## config.mk

```make
export PLATFORM = sky130hd
export DESIGN_NAME = mem_port_arbiter
export DESIGN_NICKNAME = d
export VERILOG_FILES = /design/src/rtl/mem_arbiter_pkg.sv /design/src/rtl/store_lane_merge.sv /design/src/rtl/mem_port_arbiter.sv
export SDC_FILE = /design/constraint.sdc
export NUM_CORES = 1
export LEC_CHECK = 0
export ABC_AREA = 0
export CAP_MARGIN = 20
export CORE_AREA = 2 2 259 261
export CTS_CLUSTER_SIZE = 8
export DETAILED_ROUTE_END_ITERATION = 8
export DIE_AREA = 0 0 261 263
export PLACE_DENSITY = 0.63
export SETUP_SLACK_MARGIN = 0.4
export SLEW_MARGIN = 20
export SYNTH_ARGS = -nofsm -noshare
export SYNTH_HDL_FRONTEND = slang
export SYNTH_SLANG_ARGS = --single-unit
```

## constraint.sdc

```tcl
create_clock -name clk -period 2.2 [get_ports clk]
set_input_delay 0.33 -clock clk [delete_from_list [all_inputs] [get_ports clk]]
set_output_delay 0.33 -clock clk [all_outputs]
set_load 0.05 [all_outputs]
```

## src/rtl/mem_arbiter_pkg.sv

```systemverilog
// Shared types and helpers for the fetch/load-store memory port arbiter.
package mem_arbiter_pkg;

    localparam int unsigned WORD_BYTES = 8;

    localparam logic [1:0] SIZE_B = 2'd0;
    localparam logic [1:0] SIZE_H = 2'd1;
    localparam logic [1:0] SIZE_W = 2'd2;
    localparam logic [1:0] SIZE_D = 2'd3;

    typedef enum logic [2:0] {
        ST_IDLE      = 3'd0,
        ST_FETCH     = 3'd1,
        ST_LOAD      = 3'd2,
        ST_STORE     = 3'd3,
        ST_RMW_READ  = 3'd4,
        ST_RMW_WRITE = 3'd5,
        ST_FAULT     = 3'd6
    } state_e;

    // Right-justified byte-lane mask covering one access of the given size.
    function automatic logic [63:0] size_mask(input logic [1:0] size);
        logic [63:0] m;
        case (size)
            SIZE_B:  m = 64'h0000_0000_0000_00ff;
            SIZE_H:  m = 64'h0000_0000_0000_ffff;
            SIZE_W:  m = 64'h0000_0000_ffff_ffff;
            default: m = 64'hffff_ffff_ffff_ffff;
        endcase
        return m;
    endfunction

    // Low address bits that must be zero for a naturally aligned access.
    function automatic logic [2:0] align_mask(input logic [1:0] size);
        logic [2:0] m;
        case (size)
            SIZE_B:  m = 3'b000;
            SIZE_H:  m = 3'b001;
            SIZE_W:  m = 3'b011;
            default: m = 3'b111;
        endcase
        return m;
    endfunction

endpackage

```

## src/rtl/store_lane_merge.sv

```systemverilog
// Replaces the byte lanes of a doubleword selected by size and offset with
// the right-justified write data.
module store_lane_merge
    import mem_arbiter_pkg::*;
(
    input  logic [63:0] old_dw_i,
    input  logic [63:0] wdata_i,
    input  logic [1:0]  size_i,
    input  logic [2:0]  offset_i,
    output logic [63:0] merged_o
);

    logic [5:0]  shamt;
    logic [63:0] base_mask;
    logic [63:0] lane_mask;

    assign shamt     = {offset_i, 3'b000};
    assign base_mask = size_mask(size_i);
    assign lane_mask = base_mask << shamt;
    assign merged_o  = (old_dw_i & ~lane_mask) | ((wdata_i & base_mask) << shamt);

endmodule

```

## src/rtl/mem_port_arbiter.sv

```systemverilog
// Round-robin sequencer sharing one memory model between instruction fetch
// and load/store; sub-doubleword stores become read-modify-write sequences.
module mem_port_arbiter
    import mem_arbiter_pkg::*;
#(
    parameter int unsigned ADDR_W  = 64,
    parameter int unsigned FETCH_W = 32,
    parameter int unsigned DATA_W  = 64
) (
    input  logic              clk,
    input  logic              reset,

    input  logic              fetch_req_valid,
    output logic              fetch_req_ready,
    input  logic [ADDR_W-1:0] fetch_req_addr,
    output logic              fetch_resp_valid,
    output logic [FETCH_W-1:0] fetch_resp_data,
    output logic              fetch_resp_exception,

    input  logic              data_req_valid,
    output logic              data_req_ready,
    input  logic              data_req_write,
    input  logic [1:0]        data_req_size,
    input  logic [ADDR_W-1:0] data_req_addr,
    input  logic [DATA_W-1:0] data_req_wdata,
    output logic              data_resp_valid,
    output logic [DATA_W-1:0] data_resp_data,
    output logic              data_resp_exception,

    output logic              mem_fetch_enable,
    output logic              mem_write_enable,
    output logic [ADDR_W-1:0] mem_fetch_address,
    output logic [ADDR_W-1:0] mem_read_address,
    output logic [ADDR_W-1:0] mem_write_address,
    output logic [DATA_W-1:0] mem_write_data,
    input  logic [FETCH_W-1:0] mem_fetch_data,
    input  logic [DATA_W-1:0] mem_read_data,
    input  logic              mem_fetch_exception,
    input  logic              mem_read_exception,
    input  logic              mem_write_exception
);

    localparam int unsigned OFF_W = $clog2(WORD_BYTES);

    state_e               state_q, state_d;
    logic                 last_grant_data_q, last_grant_data_d;
    logic                 is_fetch_q, is_fetch_d;
    logic [ADDR_W-1:0]    addr_q, addr_d;
    logic [1:0]           size_q, size_d;
    logic [DATA_W-1:0]    wdata_q, wdata_d;
    logic [DATA_W-1:0]    wr_data_q, wr_data_d;
    logic                 f_valid_q, f_valid_d;
    logic [FETCH_W-1:0]   f_data_q, f_data_d;
    logic                 f_exc_q, f_exc_d;
    logic                 d_valid_q, d_valid_d;
    logic [DATA_W-1:0]    d_data_q, d_data_d;
    logic                 d_exc_q, d_exc_d;

    logic                 grant_fetch;
    logic                 grant_data;
    logic                 fetch_misaligned;
    logic                 data_misaligned;
    logic [2:0]           off;
    logic [ADDR_W-1:0]    aligned_addr;
    logic [DATA_W-1:0]    load_data;
    logic [DATA_W-1:0]    merged_dw;
    logic                 in_idle;
    logic                 in_write;

    // Fetch wins a tie unless it was granted last time.
    assign grant_fetch = fetch_req_valid && (!data_req_valid || last_grant_data_q);
    assign grant_data  = data_req_valid && (!fetch_req_valid || !last_grant_data_q);

    assign fetch_misaligned = |fetch_req_addr[1:0];
    assign data_misaligned  = |(data_req_addr[2:0] & align_mask(data_req_size));

    assign off          = addr_q[OFF_W-1:0];
    assign aligned_addr = {addr_q[ADDR_W-1:OFF_W], OFF_W'(0)};
    assign load_data    = DATA_W'((mem_read_data >> {off, 3'b000}) & size_mask(size_q));

    store_lane_merge u_merge (
        .old_dw_i (mem_read_data),
        .wdata_i  (wdata_q),
        .size_i   (size_q),
        .offset_i (off),
        .merged_o (merged_dw)
    );

    // Readies are gated by reset so every output reads 0 while it is held.
    assign in_idle         = (state_q == ST_IDLE) && reset;
    assign fetch_req_ready = in_idle && grant_fetch;
    assign data_req_ready  = in_idle && grant_data;

    assign in_write          = (state_q == ST_STORE) || (state_q == ST_RMW_WRITE);
    assign mem_fetch_enable  = (state_q == ST_FETCH);
    assign mem_fetch_address = (state_q == ST_FETCH) ? addr_q : '0;
    assign mem_read_address  = ((state_q == ST_LOAD) || (state_q == ST_RMW_READ)) ? aligned_addr : '0;
    assign mem_write_address = in_write ? aligned_addr : '0;
    assign mem_write_enable  = in_write && !mem_write_exception;
    assign mem_write_data    = wr_data_q;

    assign fetch_resp_valid     = f_valid_q;
    assign fetch_resp_data      = f_data_q;
    assign fetch_resp_exception = f_exc_q;
    assign data_resp_valid      = d_valid_q;
    assign data_resp_data       = d_data_q;
    assign data_resp_exception  = d_exc_q;

    // Next-state and registered response logic.
    always_comb begin
        state_d           = state_q;
        last_grant_data_d = last_grant_data_q;
        is_fetch_d        = is_fetch_q;
        addr_d            = addr_q;
        size_d            = size_q;
        wdata_d           = wdata_q;
        wr_data_d         = wr_data_q;
        f_valid_d         = 1'b0;
        f_data_d          = f_data_q;
        f_exc_d           = f_exc_q;
        d_valid_d         = 1'b0;
        d_data_d          = d_data_q;
        d_exc_d           = d_exc_q;

        case (state_q)
            ST_IDLE: begin
                if (grant_fetch) begin
                    addr_d            = fetch_req_addr;
                    is_fetch_d        = 1'b1;
                    last_grant_data_d = 1'b0;
                    state_d           = fetch_misaligned ? ST_FAULT : ST_FETCH;
                end else if (grant_data) begin
                    addr_d            = data_req_addr;
                    size_d            = data_req_size;
                    wdata_d           = data_req_wdata;
                    is_fetch_d        = 1'b0;
                    last_grant_data_d = 1'b1;
                    if (data_misaligned) begin
                        state_d = ST_FAULT;
                    end else if (!data_req_write) begin
                        state_d = ST_LOAD;
                    end else if (data_req_size == SIZE_D) begin
                        state_d   = ST_STORE;
                        wr_data_d = data_req_wdata;
                    end else begin
                        state_d = ST_RMW_READ;
                    end
                end
            end
            ST_FETCH: begin
                f_valid_d = 1'b1;
                f_data_d  = mem_fetch_data;
                f_exc_d   = mem_fetch_exception;
                state_d   = ST_IDLE;
            end
            ST_LOAD: begin
                d_valid_d = 1'b1;
                d_data_d  = load_data;
                d_exc_d   = mem_read_exception;
                state_d   = ST_IDLE;
            end
            ST_RMW_READ: begin
                if (mem_read_exception) begin
                    d_valid_d = 1'b1;
                    d_data_d  = '0;
                    d_exc_d   = 1'b1;
                    state_d   = ST_IDLE;
                end else begin
                    wr_data_d = merged_dw;
                    state_d   = ST_RMW_WRITE;
                end
            end
            ST_STORE, ST_RMW_WRITE: begin
                d_valid_d = 1'b1;
                d_data_d  = '0;
                d_exc_d   = mem_write_exception;
                state_d   = ST_IDLE;
            end
            ST_FAULT: begin
                if (is_fetch_q) begin
                    f_valid_d = 1'b1;
                    f_data_d  = '0;
                    f_exc_d   = 1'b1;
                end else begin
                    d_valid_d = 1'b1;
                    d_data_d  = '0;
                    d_exc_d   = 1'b1;
                end
                state_d = ST_IDLE;
            end
            default: state_d = ST_IDLE;
        endcase
    end

    always_ff @(posedge clk or negedge reset) begin
        if (!reset) begin
            state_q           <= ST_IDLE;
            last_grant_data_q <= 1'b1;
            is_fetch_q        <= 1'b0;
            addr_q            <= '0;
            size_q            <= '0;
            wdata_q           <= '0;
            wr_data_q         <= '0;
            f_valid_q         <= 1'b0;
            f_data_q          <= '0;
            f_exc_q           <= 1'b0;
            d_valid_q         <= 1'b0;
            d_data_q          <= '0;
            d_exc_q           <= 1'b0;
        end else begin
            state_q           <= state_d;
            last_grant_data_q <= last_grant_data_d;
            is_fetch_q        <= is_fetch_d;
            addr_q            <= addr_d;
            size_q            <= size_d;
            wdata_q           <= wdata_d;
            wr_data_q         <= wr_data_d;
            f_valid_q         <= f_valid_d;
            f_data_q          <= f_data_d;
            f_exc_q           <= f_exc_d;
            d_valid_q         <= d_valid_d;
            d_data_q          <= d_data_d;
            d_exc_q           <= d_exc_d;
        end
    end

endmodule
```

* Word level (Yosys, flattened, before mapping) *
Cells that the tools add are included.

cells by class
  eq/ne operators = 21
  shifts and indexed selects = 3
  multiplexer cells = 41
  bitwise logic cells = 7
  reductions and logical operators = 30

operators with widths
  kind                  count
  $mux W64              13
  $pmux W64 S4          1
  $and A64 B64 Y64      3
  $pmux W64 S3          1
  $pmux W64 S2          1
  $shl A64 B6 Y64       2
  $not A64 Y64          1
  $or A64 B64 Y64       1
  $pmux W32 S2          1
  $shr A64 B6 Y64       1
  $mux W32              1
  $mux W3               7
  $ne A2 B2 Y1 const B  8
  $mux W1               10
  $eq A3 B3 Y1 const B  3
  $pmux W3 S3           1
  $reduce_and A7 Y1     1
  $eq A2 B2 Y1 const B  3
  $eq A3 B2 Y1 const B  2
  $logic_and A1 B1 Y1   6
  $pmux W3 S2           1
  $reduce_and A3 Y1     2
  $reduce_bool A2 Y1    3
  $reduce_or A3 Y1      2
  16 further kinds      27

word-level totals
  register bits after elaboration = 299
  output and inout bits = 360

* Depth between registers and ports, before layout *
Gate-level depths: netlist of the first run.

  word-level depth = 8
  gate-level depth with buffers = 9
  gate-level depth less buffers = 5

* Hierarchy *
A second synthesis of the first run with hierarchy kept.

second synthesis, totals
  cells, all modules = 1592
  area, all modules = 17362.9 um2

modules (own cells, without submodules)
  module            instances  cells each  area an instance (um2)  sequential area each (um2)
  mem_port_arbiter  1          1251        15050.7                 7483.4
  store_lane_merge  1          341         2312.2                  0.0

* Worst setup path after synthesis of the first run *
OpenSTA, ideal clock, no wires.

  path type = flip-flop to output port
  from = register state_q[2]
  to = output port mem_fetch_address[55]
  arrival = 2.044 ns
  data required time = 1.870 ns
  path slack = -0.174 ns
  stages on the path, launching flop included = 5
  cells stage by stage = dfrtp_1 buf_4 nor3b_2 clkbuf_1 and2_1

between the ends
  cells in the longest elaborated chain, start to end = 2

RTL lines
  item                        RTL line                 text
  start: declaration          mem_port_arbiter.sv:45   state_e state_q, state_d;
  start signal: assignment    mem_port_arbiter.sv:211  state_q <= state_d;
  $eq A3 B1 Y1                n/a
  named net mem_fetch_enable  mem_port_arbiter.sv:30   output logic mem_fetch_enable,
  $mux W64                    mem_port_arbiter.sv:96   assign mem_fetch_address = (state_q == ST_FETCH) ? addr_q : '0;
  end: declaration            mem_port_arbiter.sv:32   output logic [ADDR_W-1:0] mem_fetch_address,

The timed path passes the listed nets, and every way through them passes these cells.

* Worst setup path in the final report of the first run *
  from = register state_q[2]
  to = output port mem_read_address[28]

between the ends
  cells in the longest elaborated chain, start to end = 3

RTL lines
  item                                                 RTL line                text
  $eq A3 B2 Y1 / $eq A3 B3 Y1 (equally long branches)  mem_port_arbiter.sv:97  assign mem_read_address = ((state_q == ST_LOAD) || (state_q == ST_RMW_READ)) ? aligned_addr : '0;
  $logic_or A1 B1 Y1 *                                 mem_port_arbiter.sv:97
  $mux W64 *                                           mem_port_arbiter.sv:97
  end: declaration                                     mem_port_arbiter.sv:33  output logic [ADDR_W-1:0] mem_read_address,

Every way passes the cells marked *; elsewhere a longest branch is shown, timed or not.

==> results of run 1 <==
==> registers in the layout (all words and copies together) (netlist names) <==
register / count
data_resp_valid: 1
fetch_resp_exception: 1
state_q: 3
data_resp_exception: 1
size_q: 2
addr_q: 64
wdata_q: 64
is_fetch_q: 1
mem_write_data: 64
last_grant_data_q: 1
fetch_resp_data: 32
data_resp_data: 64
fetch_resp_valid: 1
==> worst min path at each step <==
| stage | startpoint | endpoint | slack, ns |
|---|---|---|---|
| after CTS | data_req_wdata[61] | wdata_q[61] | 0.31 |
| final | data_req_wdata[28] | wdata_q[28] | 0.32 |
| after global routing | mem_fetch_data[10] | fetch_resp_data[10] | 0.34 |
| after floorplan | reset | addr_q[0] | 0.03 |
| after global placement | wdata_q[56] | wdata_q[56] | 0.45 |
| after detailed placement | wdata_q[61] | wdata_q[61] | 0.46 |
==> per-layer routing <==
| layer | share of wire, % | vias to the layer above |
|---|---|---|
| li1 | - | 8613 |
| met1 | 39 | 9766 |
| met2 | 45 | 1160 |
| met3 | 10 | 247 |
| met4 | 5.3 | 14 |
| met5 | 0.090 | - |
==> per-stage QoR <==
| stage | util (%) | hold slack (ns) | setup WS (ns) | power (mW) |
|---|---|---|---|---|
| after global routing | 49.8 | 0.337 | -0.459 | 57.8 |
| after floorplan | - | 0.0344 | 0.246 | 27.3 |
| final | 49.8 | 0.322 | -0.373 | 55.7 |
| after CTS | 47.7 | 0.309 | -0.387 | 53.0 |
| after detailed placement | 42.9 | 0.462 | -0.154 | 41.5 |
| after global placement | 42.9 | 0.455 | -0.111 | 41.2 |
==> synth_stat cells (all sizes together) (18+ instances only) <==
master	n
clkbuf	95
a21o	19
nand2	451
a21oi	40
a22o	82
mux2i	84
buf	76
o22ai	25
a221oi	19
nor2	88
o21ai	152
and3	68
a211oi	37
a22oi	74
and2	128
nor2b	18
dfrtp	298
mux2	37
==> critical path: stages, from the launching register on <==
cell and delay (ns):
dfrtp_1 0.41, buf_6 0.14, xor2_4 0.18, nor2b_4 0.24, buf_12 0.16, buf_12 0.11
buf_16 0.13, and2_4 0.16, buf_12 0.13
==> power by group through the flow <==
stage               Sequential [mW]  Clock (mW)  Combinational, mW
floorplan                      13.0           0               14.3
global placement               10.5           0               30.7
detailed placement             10.5           0               31.0
CTS                            10.5        6.64               35.9
global route                   10.8        6.87               40.1
finish                         10.6        6.52               38.6
==> final cells by class <==
cell class | count | area share (%)
Clock buffer | 59 | 3.76
Sequential cell | 299 | 22.9
Antenna cell | 5 | 0.0383
Tap cell | 864 | 3.31
Multi-Input combinational cell | 1459 | 30.8
Clock inverter | 4 | 0.0956
Inverter | 15 | 0.172
Timing Repair Buffer | 992 | 39.0
==> cells by family after synthesis <==
family,count (synthesis),synth area share (%)
compound gates,530,21.4
xor+xnor,1,0.0509
buf+inv,186,5.26
flops,299,43.5
mux,129,8.35
other cells,1,0.0218
simple gates,792,21.5
==> repair_timing <==
action / in CTS / in global routing
cloned: 23 / 29
setup endpoints to repair: 596 / 650
endpoints found under the hold margin: 93 / 0
gates resized for setup: 259 / 149
hold buffers: 2 / 0
pin swaps: 27 / 43
buffers inserted: 55 / 24
==> results by group, run 1 <==
Setup path
  – Reg2Reg Launch Point: state_q[1]
  – Setup crit end: mem_read_address[28]
  – CP startpoint: state_q[2]
  – Reg2reg path depth: 14
  – CP arrival: 2.24 ns
  – Critical Path Sink Type: output pin
  – Worst EP required: 1.87 ns
  – Startpoint Class: register
  – Worst flop-to-flop path endpoint: mem_write_data[47]
  – R2R setup slack: -0.29 ns
  – Critical Path Fanout Max: 8
  – Crit Path Class: reg -> out

Placed design
  – Final HPWL DP: approximately 75000 um
  – Dpl cells: 3496
  – I/O Buffers: 651
  – Placed cell areas: 28100 um2
  – Gpl congestion: 0.966

Synthesis
  – Share of the synthesized area in the top cell type: 43.3%
  – Syn Area/Cell: 8.89 um2
  – Cells after synthesis: 1938
  – Mapped Area: 17200 um2
  – Yosys warns: 0
  – Synth top area cells: dfrtp_1 43%, nand2_1 9.8%, mux2i_1 4.9%
  – Yosys top cell by area: dfrtp_1
  – Ys flop type: dfrtp_1
  – Netlist cell types: 63
  – Yosys reg bits: 299
  – Fraction of the yosys area taken by sequential cells: 43.5%
  – Async SR Flop Fraction: 100%
  – Post-synth EDFFs: 0

Status
  – Status: finished, violations left
  – Failing checks: setup timing

Drt
  – Initial drt markers: between 1500 and 2000
  – DRT Wirelength: 105000 um
  – Pre-antenna DRT Iters: 6
  – Routed Antenna Nets: 0
  – Via count: 19800
  – Wirelength per Cell: 28.5 um
  – Routed vias/inst: 5.36
  – Residual DRC: 0

Timing
  – Unrepaired setup endpoints after global routing: yes
  – Clock skew: 0.0252 ns
  – Final TNS setup: -70.36 ns
  – Final WS setup: -0.373 ns
  – Tmin final: 2.57 ns
  – FMAX: a little under 0.4 GHz
  – Hold Violations, Final: 0
  – Slew headroom: 42.8%
  – Number of setup violations in the final report: 260
  – Max Slew Vio Count: 0
  – Final Cycle Share: 117%
  – Slew @ Worst Pin: ~0.85 ns

Die
  – DIE HEIGHT: 263 um
  – Die area: between 60000 and 70000 um2
  – Chip width: 261 um
  – Placement Rows: between 90 and 100
  – Core area: about 66000 um2
  – IO Pins: approximately 660
  – Starting density of the core: 26.2%

Global route
  – GRT met3 Usage: 9.07%
  – Met1 Usage GRT: 35.3%
  – Vias in the first global route: ~20000
  – Grt ovf: 0
  – Initial antenna violation count: 12
  – GR peak layer: met2
  – Maximum number of pins on one net before global-route repair: 111
  – GR Layer Usage met2: 43.9%
  – Total GRT Usage: 28.3%
  – First-pass GRT wire length: 141000 um

Clock tree
  – CTS Buffer Depth: 3
  – Clk slew on worst S/H paths: about 0.05 ns
  – CTS tree: done
  – Skew-Pair Late Insertion Delay: 0.59 ns
  – Root buffer cell: clkbuf_16
  – H-tree levels: 2
  – Num Clock Sinks: ~300
  – CTS buffer count: 45

Hold path
  – Hold crit path type: in -> reg
  – Worst Hold Depth: 3

Power
  – VDD IR-drop max: 1.11 mV
  – Sequential share of power: 19.1%
  – Power density over cell area: about 1700 nW/um2
  – Pint: 28.8 mW
  – Leakage: 14.4 nW
  – Logic pwr share: 69.2%
  – Clock power frac: 11.7%
  – NetSw: 26.9 mW
  – Sw Ratio: around 48%

Layout
  – Nets: 3110
  – Final instance area: 32700 um2
  – Fill count: slightly below 6000
  – Most frequent cells in the layout: 423 x nand2_1, 423 x clkdlybuf4s50_1, 293 x dfrtp_1
  – Non-filler cells, final: 3697
  – Multi-input logic area: 10100 um2
  – Seq. cell area: between 7000 and 8000 um2
  – P&R area growth vs syn: 89.9%
  – Layout cells sized above 1: 34.8%

Flow run
  – MaxCap Viol Count: 0
Note: power is estimated with default switching activity, not from simulation.
==> run 2, diff against run 1 <==
Settings changed: ABC_AREA 0 to default.
==> results of run 2 <==
The final DEF is identical to that of run 1; final timing and power are the same.
